<file path="src/rtl/mips_pkg.sv">
// ============================================================================
// Module   : mips_pkg
// Purpose  : Shared PC-path types, constants and the branch-target helper.
// Revision : 1.0
// ============================================================================
`default_nettype none

package mips_pkg;

  localparam int unsigned PC_W = 32;
  localparam logic [PC_W-1:0] RESET_VECTOR = 32'h0000_0000;

  typedef enum logic [1:0] {
    BOOT  = 2'd0,
    RUN   = 2'd1,
    REDIR = 2'd2
  } seq_state_t;

  // Offset is a word count; the byte target wraps modulo 2^PC_W.
  function automatic logic [PC_W-1:0] branch_target(input logic [PC_W-1:0] base,
                                                    input logic [PC_W-1:0] off);
    return base + (off << 2);
  endfunction

endpackage

`default_nettype wire

</file>
<file path="src/rtl/pc_sequencer_next_pc_mux.sv">
// ============================================================================
// Module   : next_pc_mux
// Purpose  : Combinational next-PC select: jr > jump > branch > stall > seq.
// Revision : 1.0
// ============================================================================
`default_nettype none

module next_pc_mux
  import mips_pkg::*;
#(
  parameter int unsigned WIDTH = PC_W
) (
  input  logic [WIDTH-1:0] pc_i,
  input  logic [WIDTH-1:0] pc_plus4_i,
  input  logic             stall_i,
  input  logic             branch_taken_i,
  input  logic [WIDTH-1:0] branch_base_i,
  input  logic [WIDTH-1:0] branch_offset_i,
  input  logic             jump_i,
  input  logic [25:0]      jump_index_i,
  input  logic             jr_i,
  input  logic [WIDTH-1:0] jr_target_i,
  output logic [WIDTH-1:0] next_pc_o,
  output logic             redirect_o,
  output logic             misalign_o
);

  logic [WIDTH-1:0] jump_tgt;
  logic [WIDTH-1:0] branch_tgt;
  logic [WIDTH-1:0] jr_tgt;

  // J-type targets keep the 256 MB region of the delay-slot address.
  generate
    if (WIDTH > 28) begin : g_jump_region
      assign jump_tgt = {pc_plus4_i[WIDTH-1:28], jump_index_i, 2'b00};
    end else begin : g_jump_flat
      assign jump_tgt = {jump_index_i, 2'b00};
    end
  endgenerate

  generate
    if (WIDTH == PC_W) begin : g_branch_pkg
      assign branch_tgt = branch_target(branch_base_i, branch_offset_i);
    end else begin : g_branch_generic
      assign branch_tgt = branch_base_i + (branch_offset_i << 2);
    end
  endgenerate

  assign jr_tgt = {jr_target_i[WIDTH-1:2], 2'b00};

  always_comb begin
    next_pc_o  = pc_plus4_i;
    redirect_o = 1'b0;
    misalign_o = 1'b0;
    if (jr_i) begin
      next_pc_o  = jr_tgt;
      redirect_o = 1'b1;
      misalign_o = |jr_target_i[1:0];
    end else if (jump_i) begin
      next_pc_o  = jump_tgt;
      redirect_o = 1'b1;
    end else if (branch_taken_i) begin
      next_pc_o  = branch_tgt;
      redirect_o = 1'b1;
    end else if (stall_i) begin
      next_pc_o  = pc_i;
    end
  end

endmodule

`default_nettype wire

</file>
<file path="src/rtl/pc_sequencer.sv">
// ============================================================================
// Module   : pc_sequencer
// Purpose  : Fetch-PC register, BOOT/RUN/REDIR control, flush and addr_err.
// Revision : 1.0
// ============================================================================
`default_nettype none

module pc_sequencer
  import mips_pkg::*;
#(
  parameter int unsigned      WIDTH    = PC_W,
  parameter logic [WIDTH-1:0] RESET_PC = WIDTH'(RESET_VECTOR)
) (
  input  logic             clk,
  input  logic             rst,
  input  logic             stall,
  input  logic             branch_taken,
  input  logic [WIDTH-1:0] branch_base,
  input  logic [WIDTH-1:0] branch_offset,
  input  logic             jump,
  input  logic [25:0]      jump_index,
  input  logic             jr,
  input  logic [WIDTH-1:0] jr_target,
  output logic [WIDTH-1:0] pc_out,
  output logic [WIDTH-1:0] pc_plus4,
  output logic             fetch_valid,
  output logic             flush,
  output logic             addr_err
);

  seq_state_t       state_q, state_d;
  logic [WIDTH-1:0] pc_q, pc_d;
  logic             addr_err_q, addr_err_d;

  logic [WIDTH-1:0] mux_next_pc;
  logic             mux_redirect;
  logic             mux_misalign;

  assign pc_plus4 = pc_q + WIDTH'(4);

  next_pc_mux #(
    .WIDTH (WIDTH)
  ) u_next_pc_mux (
    .pc_i            (pc_q),
    .pc_plus4_i      (pc_plus4),
    .stall_i         (stall),
    .branch_taken_i  (branch_taken),
    .branch_base_i   (branch_base),
    .branch_offset_i (branch_offset),
    .jump_i          (jump),
    .jump_index_i    (jump_index),
    .jr_i            (jr),
    .jr_target_i     (jr_target),
    .next_pc_o       (mux_next_pc),
    .redirect_o      (mux_redirect),
    .misalign_o      (mux_misalign)
  );

  always_comb begin
    state_d    = state_q;
    pc_d       = pc_q;
    addr_err_d = addr_err_q;
    case (state_q)
      BOOT: state_d = RUN;
      RUN, REDIR: begin
        pc_d    = mux_next_pc;
        state_d = mux_redirect ? REDIR : RUN;
        if (mux_misalign) begin
          addr_err_d = 1'b1;
        end
      end
      default: state_d = BOOT;
    endcase
  end

  always_ff @(posedge clk) begin
    if (rst) begin
      state_q    <= BOOT;
      pc_q       <= RESET_PC;
      addr_err_q <= 1'b0;
    end else begin
      state_q    <= state_d;
      pc_q       <= pc_d;
      addr_err_q <= addr_err_d;
    end
  end

  // Only fetch_valid sees an input combinationally (stall, in RUN).
  assign pc_out      = pc_q;
  assign fetch_valid = (state_q == RUN) && !stall;
  assign flush       = (state_q == REDIR);
  assign addr_err    = addr_err_q;

endmodule

`default_nettype wire
</file>
<file path="config.mk">
export PLATFORM = sky130hd
export DESIGN_NAME = pc_sequencer
export DESIGN_NICKNAME = d
export VERILOG_FILES = /design/src/rtl/mips_pkg.sv /design/src/rtl/pc_sequencer_next_pc_mux.sv /design/src/rtl/pc_sequencer.sv
export SDC_FILE = /design/constraint.sdc
export NUM_CORES = 1
export LEC_CHECK = 0
export BUFFER_PORTS_ARGS = -buffer_cell sky130_fd_sc_hd__buf_2
export CAP_MARGIN = 30
export CORE_MARGIN = 5
export CORE_UTILIZATION = 52
export CTS_BUF_LIST = sky130_fd_sc_hd__clkbuf_16
export DETAILED_ROUTE_END_ITERATION = 12
export GPL_TIMING_DRIVEN = 0
export PLACE_DENSITY = 0.89
export SETUP_SLACK_MARGIN = 0.02
export SLEW_MARGIN = 20
export SYNTH_ARGS = -nofsm -noshare
export SYNTH_HDL_FRONTEND = slang
export SYNTH_SLANG_ARGS = --single-unit
</file>
<file path="constraint.sdc">
create_clock -name clk -period 6 [get_ports clk]
set_clock_uncertainty 0.2 [all_clocks]
set_input_delay 0.3 -clock clk [delete_from_list [all_inputs] [get_ports clk]]
set_output_delay 0.3 -clock clk [all_outputs]
set_load 0.005 [all_outputs]
</file>
# Word level (Yosys, flattened, before mapping)
# Index checks and enable logic that the tools add are counted.
# totals
reg_bits	35
in_bits	128
word_cells	25
# op_classes
add_sub_neg	2
eq_ne	3
mux	10
reduce_logical	7
# op_table
op	n
32-bit two-way mux	4
32-bit by 3-bit adder with 32-bit output (second input constant)	1
32-bit adder	1
1-bit two-way mux	4
4-bit by 1-bit != test with 1-bit output (second input constant)	1
2-bit one-hot mux with 2 select lines	1
2-bit AND reduction	2
2-bit OR reduction	2
2-bit by 1-bit equality test with 1-bit output (second input constant)	1
2-bit equality test (second input constant)	1
2-bit zero test	1
2-bit two-way mux	1
1-bit logical AND	1
1-bit zero test	1

# Longest topological paths before layout
# logic_depth
ltp_word	5
ltp_mapped	12
mapped_depth_nobuf	11

# Modules after synthesis
# From an unflattened synthesis, not the netlist that was laid out.
# hier_totals
hier_cells	670
hier_area_um2	4906.0
# by_module_without_submodules
mod	n_inst	cells_per_inst	area_per_inst_um2	seq_area_each_um2
next_pc_mux	1	465	3045.4	0.0
pc_sequencer	1	205	1860.5	700.7

# Least setup slack after synthesis
# Ideal clock, no wire load.
# synth_timing
path_type	in2reg
startpoint	input port branch_base[2]
endpoint	register pc_q[30], in the netlist pc_out[30]
setup_time_ns	0.095
arrival_ns	2.487
required_time_ns	5.705
slack_ns	3.218
stages	11
n_path_buf	0
path_cell_list	ha_1 fa_1 a211oi_1 o211ai_1 nand3_1 nand2_1 o211ai_1 nand3_1 a221oi_1 mux2_1 o311ai_1
# synth_via
elab_chain_cells	4
# synth_rtl
item	line_no	source
from (decl)	pc_sequencer.sv:18	input logic [WIDTH-1:0] branch_base,
32-bit adder	mips_pkg.sv:22	return base + (off << 2);
32-bit two-way mux	pc_sequencer_next_pc_mux.sv:62	end else if (branch_taken_i) begin
32-bit two-way mux	pc_sequencer_next_pc_mux.sv:59	end else if (jump_i) begin
32-bit two-way mux	pc_sequencer_next_pc_mux.sv:55	if (jr_i) begin
to (signal assigned)	pc_sequencer.sv:83	pc_q <= pc_d;
to (decl)	pc_sequencer.sv:32	logic [WIDTH-1:0] pc_q, pc_d;
# No other way between the ends.
# A chain may end at the register's enable or synchronous reset.

# Worst setup path in the final report
# layout_timing
startpoint	input port branch_base[2]
endpoint	register pc_q[20], in the netlist pc_out[20]
# The elaborated chain is that of the path after synthesis.

==> impl_metrics.prom <==
# TYPE chip_impl_metric gauge
chip_impl_metric{name="dr_total_vias",unit=""} 5422
chip_impl_metric{name="detail_route.wirelength",unit="mm"} 17.3
chip_impl_metric{name="slew_headroom",unit="%"} 50.0
chip_impl_info{name="timing_worst_setup_path_type",value="primary input to flop"} 1
chip_impl_info{name="timing.critical_path.to_type",value="flop"} 1
chip_impl_metric{name="fraction_of_the_yosys_area_taken_by_sequential_cells",unit="%"} 16.8
chip_impl_metric{name="first_global_vias",unit=""} 5514
chip_impl_metric{name="buffer_depth_of_the_longest_clock_path",unit=""} 2
chip_impl_metric{name="synth_cells",unit=""} 578
chip_impl_metric{name="final_period_minus_worst_setup_slack",unit="ps"} 3150
chip_impl_metric{name="maximum_number_of_pins_on_one_net_before_global_route_repair",unit=""} 11
chip_impl_metric{name="antenna-diode-count",unit=""} 0
chip_impl_metric{name="critPathMaxFanout",unit=""} 4
chip_impl_metric{name="area_growth",unit="%"} 29.0
chip_impl_metric{name="multi_input_area",unit="µm²"} 3200
chip_impl_metric{name="synth.top_cell.area_share",unit="%"} 16.8
chip_impl_metric{name="io_buffer_count",unit=""} 188
chip_impl_info{name="hp-class",value="primary input to flop"} 1
chip_impl_metric{name="report.final.hold_viol_count",unit=""} 0
chip_impl_metric{name="setup-tns-final",unit="ps"} 0
chip_impl_metric{name="compound_gate_portion_of_the_synthesized_area",unit="%"} 31.5
chip_impl_metric{name="grt_antenna_before_repair",unit=""} 0
chip_impl_metric{name="io_pins",unit=""} 195
chip_impl_metric{name="postSynth.asyncResetShare",unit="%"} 0
chip_impl_info{name="start_kind",value="primary input"} 1
chip_impl_metric{name="global_route.overflow_total",unit=""} 0
chip_impl_metric{name="syn-cell-area",unit="µm²"} 4170
chip_impl_metric{name="finalInstanceArea",unit="µm²"} 5370
chip_impl_metric{name="synthesis.yosys.warnings",unit=""} 0
chip_impl_metric{name="total_cts_buffers",unit=""} 5
chip_impl_metric{name="synth-xor-area-share",unit="%"} 10.5
chip_impl_metric{name="mappedNetlistNets",unit=""} 741
chip_impl_metric{name="cts_hold_buffers",unit=""} 0
chip_impl_metric{name="detailedPlacementHpwl",unit="mm"} 14.0
chip_impl_info{name="cts.root.buffer_cell",value="sky130_fd_sc_hd__clkbuf_16"} 1
chip_impl_metric{name="clkSlewWorstSetupHoldPaths",unit="ps"} 60
chip_impl_info{name="most-common-layout-cells",value="192 x sky130_fd_sc_hd__buf_2, 66 x sky130_fd_sc_hd__nand2_1, 57 x sky130_fd_sc_hd__a21oi_1"} 1
chip_impl_metric{name="layout.nets",unit=""} 936
chip_impl_metric{name="place.gp.congestion",unit=""} 1.04
chip_impl_metric{name="ant_nets",unit=""} 0
chip_impl_metric{name="drt_first_iter_violations",unit=""} 421
chip_impl_info{name="tritoncts_clock_tree",value="yes"} 1
chip_impl_metric{name="floorplan.initialDensity",unit="%"} 53.6
chip_impl_metric{name="synth.ff_latch_count",unit=""} 35
chip_impl_metric{name="drv.max_cap_violation_count",unit=""} 0
chip_impl_metric{name="cts_num_sinks",unit=""} 35
chip_impl_metric{name="globalRouteTotalUtil",unit="%"} 34.4
chip_impl_metric{name="cts_setup_buffers",unit=""} 0
chip_impl_info{name="synth.top_cells.by_area",value="sky130_fd_sc_hd__dfxtp_1 17%, sky130_fd_sc_hd__ha_1 10%, sky130_fd_sc_hd__a21oi_1 6.8%"} 1
chip_impl_metric{name="setup_violations",unit=""} 0
chip_impl_metric{name="instance_area_after_placement",unit="µm²"} 5230
chip_impl_info{name="final_common_cell",value="sky130_fd_sc_hd__buf_2"} 1
chip_impl_metric{name="syn_area_per_cell",unit="µm²"} 7.21
chip_impl_metric{name="period_share",unit="%"} 52.6
chip_impl_metric{name="detail_route.wl_per_cell",unit="µm"} 19.8
chip_impl_metric{name="vias_per_cell",unit=""} 6.19
chip_impl_metric{name="fp.dieArea",unit="µm²"} 9900
chip_impl_metric{name="adder_and_majority_cell_fraction_of_the_synthesized_area",unit="%"} 10.7
chip_impl_metric{name="timing.fmax",unit="MHz"} 317
chip_impl_metric{name="worstMarginPinSlew",unit="ps"} 748
chip_impl_metric{name="floorplan.core_area",unit="µm²"} 7770
chip_impl_info{name="run_status",value="finished, final reports clean"} 1
chip_impl_metric{name="floorplan.rows",unit=""} 32
chip_impl_metric{name="grt_first_pass_wirelength",unit="mm"} 27.4
chip_impl_metric{name="cts_htree_levels",unit=""} 2
chip_impl_metric{name="die_y",unit="µm"} 99.5
chip_impl_metric{name="vdd_drop_max",unit="mV"} 0.133
chip_impl_metric{name="dieWidth",unit="µm"} 99.5
chip_impl_info{name="synth_ff_type",value="sky130_fd_sc_hd__dfxtp_1"} 1
chip_impl_metric{name="final_layout_size_suffix_gt1_share",unit="%"} 27.8
chip_impl_metric{name="yosysUniqueCellTypes",unit=""} 65
chip_impl_metric{name="filler_cell_count",unit=""} 722
chip_impl_metric{name="cts_resized",unit=""} 0
chip_impl_metric{name="firstDrtPassIters",unit=""} 5
chip_impl_metric{name="remaining_drc_errors",unit=""} 0
chip_impl_metric{name="worstSkewPairLatency",unit="ps"} 280
chip_impl_metric{name="yosys.area_share.simple",unit="%"} 22.6
chip_impl_info{name="synth.largest_area_cell",value="sky130_fd_sc_hd__dfxtp_1"} 1
chip_impl_info{name="dominant_combinational_cell_family_by_area_after_synthesis",value="compound AO/OA/AOI/OAI gates"} 1
chip_impl_metric{name="post_synth_mux_area_share",unit="%"} 1.47
chip_impl_metric{name="powerDensity",unit="nW/µm²"} 256
chip_impl_metric{name="maxSlewViolCount",unit=""} 0
chip_impl_metric{name="static-leakage-power",unit="µW"} 0.00255
chip_impl_metric{name="count_of_flip_flops_with_a_built_in_enable_after_synthesis",unit=""} 0
chip_impl_info{name="rsz_0062_raised_after_global_routing",value="no"} 1
chip_impl_metric{name="whs",unit="ps"} 99.6
chip_impl_metric{name="worst-endpoint-arrival",unit="ps"} 3100
chip_impl_metric{name="critical_path_required",unit="ps"} 5950
chip_impl_metric{name="seq_area",unit="µm²"} 701
[worst paths after layout]
check / start / end / slack [ps] / depth (start not counted)
setup / recovery: branch_base[2] / pc_out[20] / 2850 / 12
hold / removal: branch_base[0] / pc_out[0] / 100 / 3
setup reg to reg: pc_out[5] / pc_out[29] / 3170 / 8
hold reg to reg: addr_err / addr_err / 270 / 2
[routing by layer]
metal  vias up  GRT usage (%)  routed length [µm]
met2       380           57.4                7900
met3        56           10.1                2280
met1      2453           41.5                6480
met5         -              0                   0
met4         0           13.6                 676
li1       2533              -                   -
[layout make-up]
type / instances / area share, %
multi-input combinational: 489 / 59.5
buffer: 37 / 3.80
inverter: 17 / 1.19
timing repair buffer: 188 / 17.5
sequential: 35 / 13.0
clock buffer: 5 / 2.33
tap: 102 / 2.38
clock inverter: 3 / 0.233
[worst max-delay path, stage by stage]
cell and delay (ps):
sky130_fd_sc_hd__buf_2 100, sky130_fd_sc_hd__ha_1 220, sky130_fd_sc_hd__fa_1 430, sky130_fd_sc_hd__a211oi_1 420, sky130_fd_sc_hd__o211ai_1 230, sky130_fd_sc_hd__nand2_1 140, sky130_fd_sc_hd__o21bai_2 100, sky130_fd_sc_hd__a41oi_1 390
sky130_fd_sc_hd__o21bai_1 130, sky130_fd_sc_hd__xor2_1 180, sky130_fd_sc_hd__a2111oi_0 330, sky130_fd_sc_hd__nor3_1 130
[metrics by stage]
step	total power [µW]	setup WS, ps	util [%]	instances
after floorplan	788	3220	-	578
after global placement	1090	2660	67.4	868
after detailed placement	1110	2590	67.4	868
after CTS	1360	2880	69.2	876
after global routing	1470	2670	69.2	876
final	1380	2850	69.2	876
[registers in the layout (all words and copies together), names as in the netlist]
signal    count
state_q       2
addr_err      1
pc_out       32
[synthesized netlist by cell type, drive strengths merged, types with 3 or more instances]
| cell type | instances |
|---|---|
| or3 | 5 |
| a31oi | 6 |
| nor2 | 45 |
| and4 | 5 |
| o21ai | 40 |
| xor2 | 23 |
| a21o | 15 |
| xnor2 | 27 |
| inv | 16 |
| o221a | 3 |
| a311oi | 6 |
| o21bai | 6 |
| ha | 34 |
| and2 | 5 |
| nand4 | 7 |
| dfxtp | 35 |
| mux2i | 5 |
| nand2 | 66 |
| o21a | 3 |
| nand2b | 5 |
| nor2b | 3 |
| a221oi | 4 |
| a21oi | 57 |
| nor3 | 14 |
| clkbuf | 26 |
| nor4 | 5 |
| and3 | 12 |
| a211oi | 16 |
| o211ai | 13 |
| buf | 10 |
| o221ai | 3 |
| a221o | 3 |
| o22ai | 5 |
| nand3 | 24 |
[power breakdown]
group          switching (µW)  leakage, µW  internal, µW
registers                89.0     0.000289           296
clock network             103    0.0000762           150
logic                     429      0.00219           310
total                     621      0.00255           757
[kinds of logic after synthesis]
family	after synthesis
muxes	6
DFF	35
and+or+nand+nor	198
buffers and inverters	54
adders and majority gates	35
AOI/OAI and AO/OA	200
xor gates and xnor gates	50
Note: power is estimated with default switching activity, not from simulation.
